## src/rtl/button_event_decoder_pkg.sv

```systemverilog
// Shared definitions for the button event decoder and the timer control that consumes its events.
// State codes are fixed because STATEVAL exposes them on the debug port.
package button_event_decoder_pkg;

  typedef enum logic [1:0] {
    ST_IDLE      = 2'b00,
    ST_PRESSED   = 2'b01,
    ST_LONG_HELD = 2'b10
  } state_e;

  // Default thresholds in 40 Hz ticks: 1 s to a long press, 200 ms between repeats.
  localparam int LONG_TICKS_1S      = 40;
  localparam int REPEAT_TICKS_200MS = 8;

  function automatic logic is_held(input state_e s);
    return (s == ST_PRESSED) || (s == ST_LONG_HELD);
  endfunction

endpackage

```

## src/rtl/button_event_decoder_edge_detector.sv

```systemverilog
// Registers the debounced button level and flags its rising and falling edges.
// RISE/FALL are combinational and valid in the cycle the new level is presented.
module edge_detector (
  input  logic CLK,
  input  logic RESET,
  input  logic IN,
  output logic RISE,
  output logic FALL
);

  logic btn_q;

  always_ff @(posedge CLK) begin
    if (RESET) begin
      btn_q <= 1'b0;
    end else begin
      btn_q <= IN;
    end
  end

  assign RISE = IN & ~btn_q;
  assign FALL = ~IN & btn_q;

endmodule

```

## src/rtl/button_event_decoder.sv

```systemverilog
// Turns the debounced button level and the 40 Hz tick into single-cycle press/release/short/long/repeat
// pulses for the timer control FSM. All event outputs are registered.
module button_event_decoder
  import button_event_decoder_pkg::*;
#(
  parameter int LONG_TICKS   = LONG_TICKS_1S,
  parameter int REPEAT_TICKS = REPEAT_TICKS_200MS,
  parameter int CNT_WIDTH    = 6
) (
  input  logic                 CLK,
  input  logic                 RESET,
  input  logic                 DIV_CLK,
  input  logic                 BTN_LEVEL,
  output logic                 PRESS_PULSE,
  output logic                 RELEASE_PULSE,
  output logic                 SHORT_PRESS,
  output logic                 LONG_PRESS,
  output logic                 REPEAT_PULSE,
  output logic                 HELD,
  output logic [1:0]           STATEVAL,
  output logic [CNT_WIDTH-1:0] HOLDVAL
);

  // Thresholds must fit the hold counter so it is always cleared before it could wrap.
  generate
    if (LONG_TICKS < 2 || LONG_TICKS > (2 ** CNT_WIDTH) - 1) begin : g_bad_long
      $error("LONG_TICKS out of range for CNT_WIDTH");
    end
    if (REPEAT_TICKS < 2 || REPEAT_TICKS > (2 ** CNT_WIDTH) - 1) begin : g_bad_repeat
      $error("REPEAT_TICKS out of range for CNT_WIDTH");
    end
  endgenerate

  localparam logic [CNT_WIDTH-1:0] LONG_LAST   = CNT_WIDTH'(LONG_TICKS - 1);
  localparam logic [CNT_WIDTH-1:0] REPEAT_LAST = CNT_WIDTH'(REPEAT_TICKS - 1);
  localparam logic [CNT_WIDTH-1:0] CNT_ONE     = CNT_WIDTH'(1);

  logic rise;
  logic fall;

  state_e               state_q;
  logic [CNT_WIDTH-1:0] cnt_q;
  logic                 press_q;
  logic                 release_q;
  logic                 short_q;
  logic                 long_q;
  logic                 repeat_q;

  edge_detector u_edge (
    .CLK   (CLK),
    .RESET (RESET),
    .IN    (BTN_LEVEL),
    .RISE  (rise),
    .FALL  (fall)
  );

  // A release always beats a threshold tick arriving in the same cycle.
  always_ff @(posedge CLK) begin
    if (RESET) begin
      state_q   <= ST_IDLE;
      cnt_q     <= '0;
      press_q   <= 1'b0;
      release_q <= 1'b0;
      short_q   <= 1'b0;
      long_q    <= 1'b0;
      repeat_q  <= 1'b0;
    end else begin
      press_q   <= 1'b0;
      release_q <= 1'b0;
      short_q   <= 1'b0;
      long_q    <= 1'b0;
      repeat_q  <= 1'b0;
      case (state_q)
        ST_IDLE: begin
          cnt_q <= '0;
          if (rise) begin
            press_q <= 1'b1;
            state_q <= ST_PRESSED;
          end
        end
        ST_PRESSED: begin
          if (fall) begin
            release_q <= 1'b1;
            short_q   <= 1'b1;
            cnt_q     <= '0;
            state_q   <= ST_IDLE;
          end else if (DIV_CLK) begin
            if (cnt_q == LONG_LAST) begin
              long_q  <= 1'b1;
              cnt_q   <= '0;
              state_q <= ST_LONG_HELD;
            end else begin
              cnt_q <= cnt_q + CNT_ONE;
            end
          end
        end
        ST_LONG_HELD: begin
          if (fall) begin
            release_q <= 1'b1;
            cnt_q     <= '0;
            state_q   <= ST_IDLE;
          end else if (DIV_CLK) begin
            if (cnt_q == REPEAT_LAST) begin
              repeat_q <= 1'b1;
              cnt_q    <= '0;
            end else begin
              cnt_q <= cnt_q + CNT_ONE;
            end
          end
        end
        default: begin
          // Unused code 11: recover silently.
          state_q <= ST_IDLE;
          cnt_q   <= '0;
        end
      endcase
    end
  end

  assign PRESS_PULSE   = press_q;
  assign RELEASE_PULSE = release_q;
  assign SHORT_PRESS   = short_q;
  assign LONG_PRESS    = long_q;
  assign REPEAT_PULSE  = repeat_q;
  assign HELD          = is_held(state_q);
  assign STATEVAL      = state_q;
  assign HOLDVAL       = cnt_q;

endmodule
```

## config.mk

```make
export PLATFORM = sky130hd
export DESIGN_NAME = button_event_decoder
export DESIGN_NICKNAME = d
export VERILOG_FILES = /design/src/rtl/button_event_decoder_pkg.sv /design/src/rtl/button_event_decoder_edge_detector.sv /design/src/rtl/button_event_decoder.sv
export SDC_FILE = /design/constraint.sdc
export NUM_CORES = 1
export LEC_CHECK = 0
export ABC_AREA = 1
export CAP_MARGIN = 20
export CORE_MARGIN = 1
export CORE_UTILIZATION = 54
export CTS_BUF_LIST = sky130_fd_sc_hd__clkbuf_8
export DETAILED_ROUTE_END_ITERATION = 7
export PLACE_DENSITY = 0.87
export SYNTH_ARGS = -nofsm -noshare
export SYNTH_HDL_FRONTEND = slang
export SYNTH_SLANG_ARGS = --single-unit
```

## constraint.sdc

```tcl
create_clock -name CLK -period 2.55 [get_ports CLK]
set_clock_uncertainty 0.2 [all_clocks]
set_input_delay 0.255 -clock CLK [delete_from_list [all_inputs] [get_ports CLK]]
set_output_delay 0.255 -clock CLK [all_outputs]
set_load 0.02 [all_outputs]
```

==> insert_results.sql, run 1 <==
INSERT INTO impl_metrics (metric_group, metric, value, unit) VALUES
('clock_network', 'cts.root.buffer_cell', 'sky130_fd_sc_hd__clkbuf_8', ''),
('yosys', 'netlist.top_cell.by_area', 'sky130_fd_sc_hd__dfxtp_1', ''),
('yosys', 'synth.top_cells.by_count', 'sky130_fd_sc_hd__dfxtp_1, sky130_fd_sc_hd__inv_1, sky130_fd_sc_hd__nand2_1', ''),
('detailed_routing', 'first_iter_violations', '28', ''),
('timing', 'fin_ws', '0.439', 'ns'),
('critical_path', 'reg2reg_to', 'HOLDVAL[1]', ''),
('timing', 'slew_headroom', '0.833', ''),
('clock_network', 'clock_latency', '0.24', 'ns'),
('detailed_routing', 'routed-via-count', '697', ''),
('yosys', 'synth-compound-area-share', '0.0633', ''),
('detailed_routing', 'per_cell_via_count_in_the_routed_design', '5.20', ''),
('clock_network', 'cts_resized', '0', ''),
('yosys', 'mappedNetlistArea', '751', 'um^2'),
('yosys', 'synthSimpleGateAreaFrac', '0.397', ''),
('cells_and_area', 'area_growth_syn_to_layout', '30.7', '%'),
('detailed_routing', 'postRouteAntennaNets', '0', ''),
('timing', 'min_period', '2.11', 'ns'),
('job', 'max-cap-violations', '0', ''),
('timing', 'fmax', '0.474', 'GHz'),
('cells_and_area', 'layout.area.seq', '280', 'um^2'),
('floorplanning', 'die_span_in_x', '39.3', 'um'),
('yosys', 'synth_top_family_by_area', 'simple AND/OR/NAND/NOR gates', ''),
('grt', 'grt_pass1_vias', '605', ''),
('placed_design', 'gp_congestion', '0.847', ''),
('grt', 'globalRoute.totalOverflow', '0', ''),
('cells_and_area', 'layout.filler_cells', '102', ''),
('critical_path', 'launch_point_of_the_worst_reg_to_reg_path', 'HOLDVAL[0]', ''),
('yosys', 'ys_dominant_reg_cell', 'sky130_fd_sc_hd__dfxtp_1', ''),
('grt', 'antenna_found_initial', '0', ''),
('timing', 'tns', '0', 'ns'),
('floorplanning', 'core_area', '1300', 'um^2'),
('floorplanning', 'die_area', '1540', 'um^2'),
('yosys', 'synth_top_area_frac', '0.373', ''),
('yosys', 'synthXorXnorAreaFrac', '0.0117', ''),
('cells_and_area', 'post_route_cells_drive_above_1_share', '0.176', ''),
('detailed_routing', 'wl_per_cell', '11.7', 'um'),
('clock_network', 'htreeDepth', '1', ''),
('yosys', 'synth-warning-count', '0', ''),
('yosys', 'synth.lib_cells_used.distinct', '20', ''),
('yosys', 'post_synth_fa_ha_maj_area_fraction', '0.0667', ''),
('clock_network', 'clock-sinks', '14', ''),
('detailed_routing', 'dr.pass1.iters', '4', ''),
('floorplanning', 'die_h', '39.3', 'um'),
('yosys', 'synth_enable_flop_cells', '0', ''),
('yosys', 'syn_nets', '107', ''),
('timing', 'finalMaxSlewViolations', '0', ''),
('hold_path', 'hold_path_endpoint', 'PRESS_PULSE', ''),
('clock_network', 'cts_hold_buf', '0', ''),
('pwr', 'power-per-cell-area', '1020', 'nW/um^2'),
('critical_path', 'timing.critical_path.fanout_max', '4', ''),
('yosys', 'synthArstFlopShare', '0', ''),
('cells_and_area', 'multiInputGateArea', '404', 'um^2'),
('critical_path', 'ff2ff_setup_slack', '0.96', 'ns'),
('hold_path', 'whs_path_depth', '1', ''),
('detailed_routing', 'route.detailed.drc', '0', ''),
('cells_and_area', 'fin_nets', '129', ''),
('grt', 'track_usage', '0.260', ''),
('yosys', 'post_synth.cell_area_avg', '7.58', 'um^2'),
('status', 'result_of_the_run', 'finished, final reports clean', ''),
('floorplanning', 'number_of_i_o_pins', '18', ''),
('hold_path', 'timing.hold.worst.class', 'reg2reg', ''),
('timing', 'grt_setup_unrepaired', 'no', ''),
('detailed_routing', 'drt_wl_total', '1570', 'um'),
('clock_network', 'cts_tree', 'yes', ''),
('critical_path', 'crit_path_end_kind', 'primary output', ''),
('placed_design', 'post-dp-hpwl', '1210', 'um'),
('timing', 'report.final.setup_viol', '0', ''),
('yosys', 'post_synth_mux_area_share', '0', ''),
('critical_path', 'critical_path_startpoint_category', 'flop', ''),
('grt', 'grt_pass1_wl', '2600', 'um'),
('floorplanning', 'initial_utilization', '0.577', '');
==> worst max path at each step <==
stage	start	endpoint	slack (ns)	depth (start not counted)
CTS	STATEVAL[0]	HELD	0.44	3
global route	STATEVAL[1]	HELD	0.36	3
detailed placement	STATEVAL[0]	HELD	0.71	3
floorplan	STATEVAL[0]	HOLDVAL[2]	0.93	6
finish	STATEVAL[0]	HELD	0.44	3
global placement	STATEVAL[0]	HELD	0.74	3
==> cell type report <==
class                           count  share of cell area
Clock buffer                        3              0.0421
Multi-Input combinational cell     68               0.412
Timing Repair Buffer               17               0.173
Tap cell                           15              0.0191
Inverter                           17              0.0676
Sequential cell                    14               0.286
==> worst max-delay path, cell delays in order, from the launching register on <==
cell	delay, ns
sky130_fd_sc_hd__dfxtp_1	0.35
sky130_fd_sc_hd__inv_1	0.08
sky130_fd_sc_hd__ha_1	0.36
sky130_fd_sc_hd__clkdlybuf4s50_1	0.62
==> logic make-up after synthesis <==
group | count (synthesis)
simple gates | 54
compound gates | 9
fa+ha+maj | 4
buf+inv | 17
xor+xnor | 1
flops | 14
==> stage by stage <==
stage	utilization	hold slack, ns	total power (uW)	cells	cell area (um^2)
finish	0.754	0.324	1000	134	981
CTS	0.754	0.327	1000	134	981
global route	0.754	0.341	1070	134	981
detailed placement	0.722	0.317	818	131	940
floorplan	-	0.127	666	99	751
global placement	0.722	0.305	804	131	940
==> per-layer routing <==
layer | share of wire | GRT usage
met1 | 0.45 | 0.329
met2 | 0.48 | 0.404
met3 | 0.050 | 0.0682
met4 | 0.015 | 0.129
met5 | 0 | 0
==> where the power goes <==
part | switching, uW | internal [uW] | total, uW
Combinational | 327 | 219 | 545
Sequential | 27.7 | 251 | 279
Clock | 72.5 | 104 | 177
==> registers in the layout (all words and copies together), names as in the netlist <==
signal and count:
HOLDVAL 6, LONG_PRESS 1, PRESS_PULSE 1, RELEASE_PULSE 1
REPEAT_PULSE 1, SHORT_PRESS 1, STATEVAL 2, u_edge.btn_q 1
==> cells in the final DEF (no fill, tap or decap), types with 2 or more instances in the layout <==
master                            synthesis  routed
sky130_fd_sc_hd__a21oi_1                  3       3
sky130_fd_sc_hd__clkbuf_8                 0       3
sky130_fd_sc_hd__clkdlybuf4s50_1          0      17
sky130_fd_sc_hd__dfxtp_1                 14      14
sky130_fd_sc_hd__ha_1                     4       4
sky130_fd_sc_hd__inv_1                   14      14
sky130_fd_sc_hd__inv_2                    2       2
sky130_fd_sc_hd__nand2_1                 14      14
sky130_fd_sc_hd__nand2_2                  7       7
sky130_fd_sc_hd__nand2_4                  6       6
sky130_fd_sc_hd__nand3_1                  6       6
sky130_fd_sc_hd__nand4_1                  2       2
sky130_fd_sc_hd__nor2_1                  12      12
sky130_fd_sc_hd__nor4_1                   3       3
sky130_fd_sc_hd__o21ai_0                  5       5
Power figures use the tool's default switching activity.
==> run 2: changes to the inputs <==
--- a/config.mk
+++ b/config.mk
@@ -8,10 +8,10 @@
 export ABC_AREA = 1
 export CAP_MARGIN = 20
 export CORE_MARGIN = 1
-export CORE_UTILIZATION = 54
+export CORE_UTILIZATION = 50
 export CTS_BUF_LIST = sky130_fd_sc_hd__clkbuf_8
 export DETAILED_ROUTE_END_ITERATION = 7
-export PLACE_DENSITY = 0.87
+export PLACE_DENSITY = 0.81
 export SYNTH_ARGS = -nofsm -noshare
 export SYNTH_HDL_FRONTEND = slang
 export SYNTH_SLANG_ARGS = --single-unit
==> constraint.sdc (replaced) <==
create_clock -name CLK -period 2.06 [get_ports CLK]
set_clock_uncertainty 0.2 [all_clocks]
set_input_delay 0.206 -clock CLK [delete_from_list [all_inputs] [get_ports CLK]]
set_output_delay 0.206 -clock CLK [all_outputs]
set_load 0.02 [all_outputs]
==> insert_results.sql, run 2 (synthesized netlist as in run 1, its figures left out) <==
INSERT INTO impl_metrics (metric_group, metric, value, unit) VALUES
('status', 'result_of_the_run', 'finished, final reports clean', ''),
('timing', 'slew_headroom', '0.829', ''),
('detailed_routing', 'postRouteAntennaNets', '0', ''),
('placed_design', 'gp_congestion', '0.887', ''),
('detailed_routing', 'dr.pass1.iters', '2', ''),
('timing', 'report.final.setup_viol', '0', ''),
('clock_network', 'htreeDepth', '1', ''),
('critical_path', 'cpPeakStageDelay', '0.36', 'ns'),
('detailed_routing', 'wl_per_cell', '12.0', 'um'),
('cells_and_area', 'layout.filler_cells', '116', ''),
('floorplanning', 'core_area', '1350', 'um^2'),
('clock_network', 'cts.root.buffer_cell', 'sky130_fd_sc_hd__clkbuf_8', ''),
('clock_network', 'clock-sinks', '14', ''),
('clock_network', 'clock_latency', '0.25', 'ns'),
('cells_and_area', 'fin_nets', '129', ''),
('grt', 'largest_net_degree_at_the_start_of_global_routing', '10', ''),
('cells_and_area', 'largest_register_ff_count', '6', ''),
('critical_path', 'crit_path_end_kind', 'primary output', ''),
('timing', 'final.period_utilization', '0.872', ''),
('grt', 'grt_pass1_vias', '577', ''),
('pwr', 'leakage', '0.000446', 'uW'),
('detailed_routing', 'first_iter_violations', '9', ''),
('critical_path', 'worstPathCellList', 'inv_1, ha_1, dlygate4sd2_1', ''),
('floorplanning', 'core.rowCount', '13', ''),
('clock_network', 'clkSlewWorstSetupHoldPaths', '0.05', 'ns'),
('job', 'max-cap-violations', '0', ''),
('floorplanning', 'die_area', '1660', 'um^2'),
('detailed_routing', 'route.detailed.drc', '0', ''),
('detailed_routing', 'routed-via-count', '678', ''),
('grt', 'antenna_found_initial', '0', ''),
('clock_network', 'cts_tree', 'yes', ''),
('pwr', 'power-per-cell-area', '1260', 'nW/um^2'),
('placed_design', 'placedCellCount', '131', ''),
('timing', 'tns', '0', 'ns'),
('pwr', 'vdd_drop_max', '0.000792', 'V'),
('grt', 'globalRoute.totalOverflow', '0', ''),
('critical_path', 'timing.critical_path.max_delay_family', 'buffers and inverters', ''),
('timing', 'min_period', '1.80', 'ns'),
('cells_and_area', 'most_common_cell_after_layout_fill_and_taps_aside', 'sky130_fd_sc_hd__clkdlybuf4s50_1', ''),
('timing', 'fmax', '0.557', 'GHz'),
('floorplanning', 'die_span_in_x', '40.8', 'um'),
('critical_path', 'critical_path_startpoint_category', 'flop', ''),
('placed_design', 'post-dp-hpwl', '1240', 'um'),
('critical_path', 'critPathSlowestCell', 'sky130_fd_sc_hd__dfxtp_1', ''),
('timing', 'transition_time_at_the_pin_with_the_least_slew_margin', '0.257', 'ns'),
('cells_and_area', 'num_antenna_cells', '0', ''),
('clock_network', 'cts_hold_buf', '0', ''),
('floorplanning', 'initial_utilization', '0.556', ''),
('critical_path', 'timing.critical_path.fanout_max', '4', ''),
('critical_path', 'worstSetupPathType', 'reg2out', ''),
('detailed_routing', 'per_cell_via_count_in_the_routed_design', '5.06', ''),
('clock_network', 'clock_path_buffers', '2', ''),
('critical_path', 'required', '1.65', 'ns'),
('timing', 'finalMaxSlewViolations', '0', ''),
('timing', 'final-hold-violation-count', '0', ''),
('detailed_routing', 'drt_wl_total', '1600', 'um'),
('clock_network', 'cts_setup_buffers', '0', ''),
('timing', 'grt_setup_unrepaired', 'no', ''),
('cells_and_area', 'post_route_cells_drive_above_1_share', '0.176', ''),
('cells_and_area', 'stdcell_count', '134', ''),
('placed_design', 'io_buffer_count', '17', ''),
('hold_path', 'timing.hold.worst.class', 'reg2reg', ''),
('cells_and_area', 'area_growth_syn_to_layout', '30.5', '%'),
('clock_network', 'cts_buffers', '3', ''),
('floorplanning', 'number_of_i_o_pins', '18', ''),
('grt', 'grt_pass1_wl', '2460', 'um'),
('critical_path', 'worst-endpoint-arrival', '1.39', 'ns'),
('floorplanning', 'die_h', '40.8', 'um'),
('grt', 'track_usage', '0.234', ''),
('critical_path', 'timing.critical_path.buf_inv', '2', ''),
('cells_and_area', 'layout.cells.most_common_list', 'sky130_fd_sc_hd__clkdlybuf4s50_1, sky130_fd_sc_hd__dfxtp_1, sky130_fd_sc_hd__inv_1, sky130_fd_sc_hd__nand2_1, sky130_fd_sc_hd__nor2_1', '');
## run 2: cell types whose count changed in the layout (fill, tap and decap cells not counted)
cell,delta
sky130_fd_sc_hd__dlygate4sd2_1,+1
sky130_fd_sc_hd__clkdlybuf4s50_1,-1
## run 2: report_power, final
group	internal (uW)	switching (uW)	total, uW
sequential	310	35.8	346
combinational	256	402	659
clock	130	96.6	226
## run 2: cell type report
cell class,count,area (um^2),share of cell area
clock buffer,3,41.3,0.0421
inverter,17,66.3,0.0677
sequential,14,280,0.286
tap,15,18.8,0.0192
multi-input combinational,68,404,0.413
timing repair buffer,17,169,0.172
## run 2: what timing repair did
action                     4_1_cts  5_1_grt
hold endpoints to repair         0        0
gates resized for setup          1        0
setup endpoints to repair        1        0
## run 2: layer usage
| metal | global-route usage | share of wire | vias to the layer above |
|---|---|---|---|
| met2 | 0.397 | 0.48 | 13 |
| met3 | 0.0489 | 0.037 | 5 |
| met4 | 0.125 | 0.021 | 0 |
| met5 | 0 | 0 | - |
| met1 | 0.271 | 0.46 | 307 |
| li1 | - | - | 353 |
## run 2: stage by stage
step / power (uW) / hold slack [ns] / area, um^2 / util / setup WS, ns
floorplan: 824 / 0.0784 / 751 / - / 0.438
global route: 1320 / 0.328 / 980 / 0.726 / 0.191
detailed placement: 1020 / 0.306 / 940 / 0.696 / 0.262
global placement: 1000 / 0.304 / 940 / 0.696 / 0.302
CTS: 1230 / 0.317 / 980 / 0.726 / 0.273
finish: 1230 / 0.318 / 980 / 0.726 / 0.264
## run 2: path summary, 6_finish.rpt
kind / cells after the start / to / startpoint / slack (ns)
max: 3 / HELD / STATEVAL[1] / 0.26
min: 1 / PRESS_PULSE / u_edge.btn_q / 0.32
max reg2reg: 10 / HOLDVAL[1] / HOLDVAL[0] / 0.46
min reg2reg: 1 / PRESS_PULSE / u_edge.btn_q / 0.32
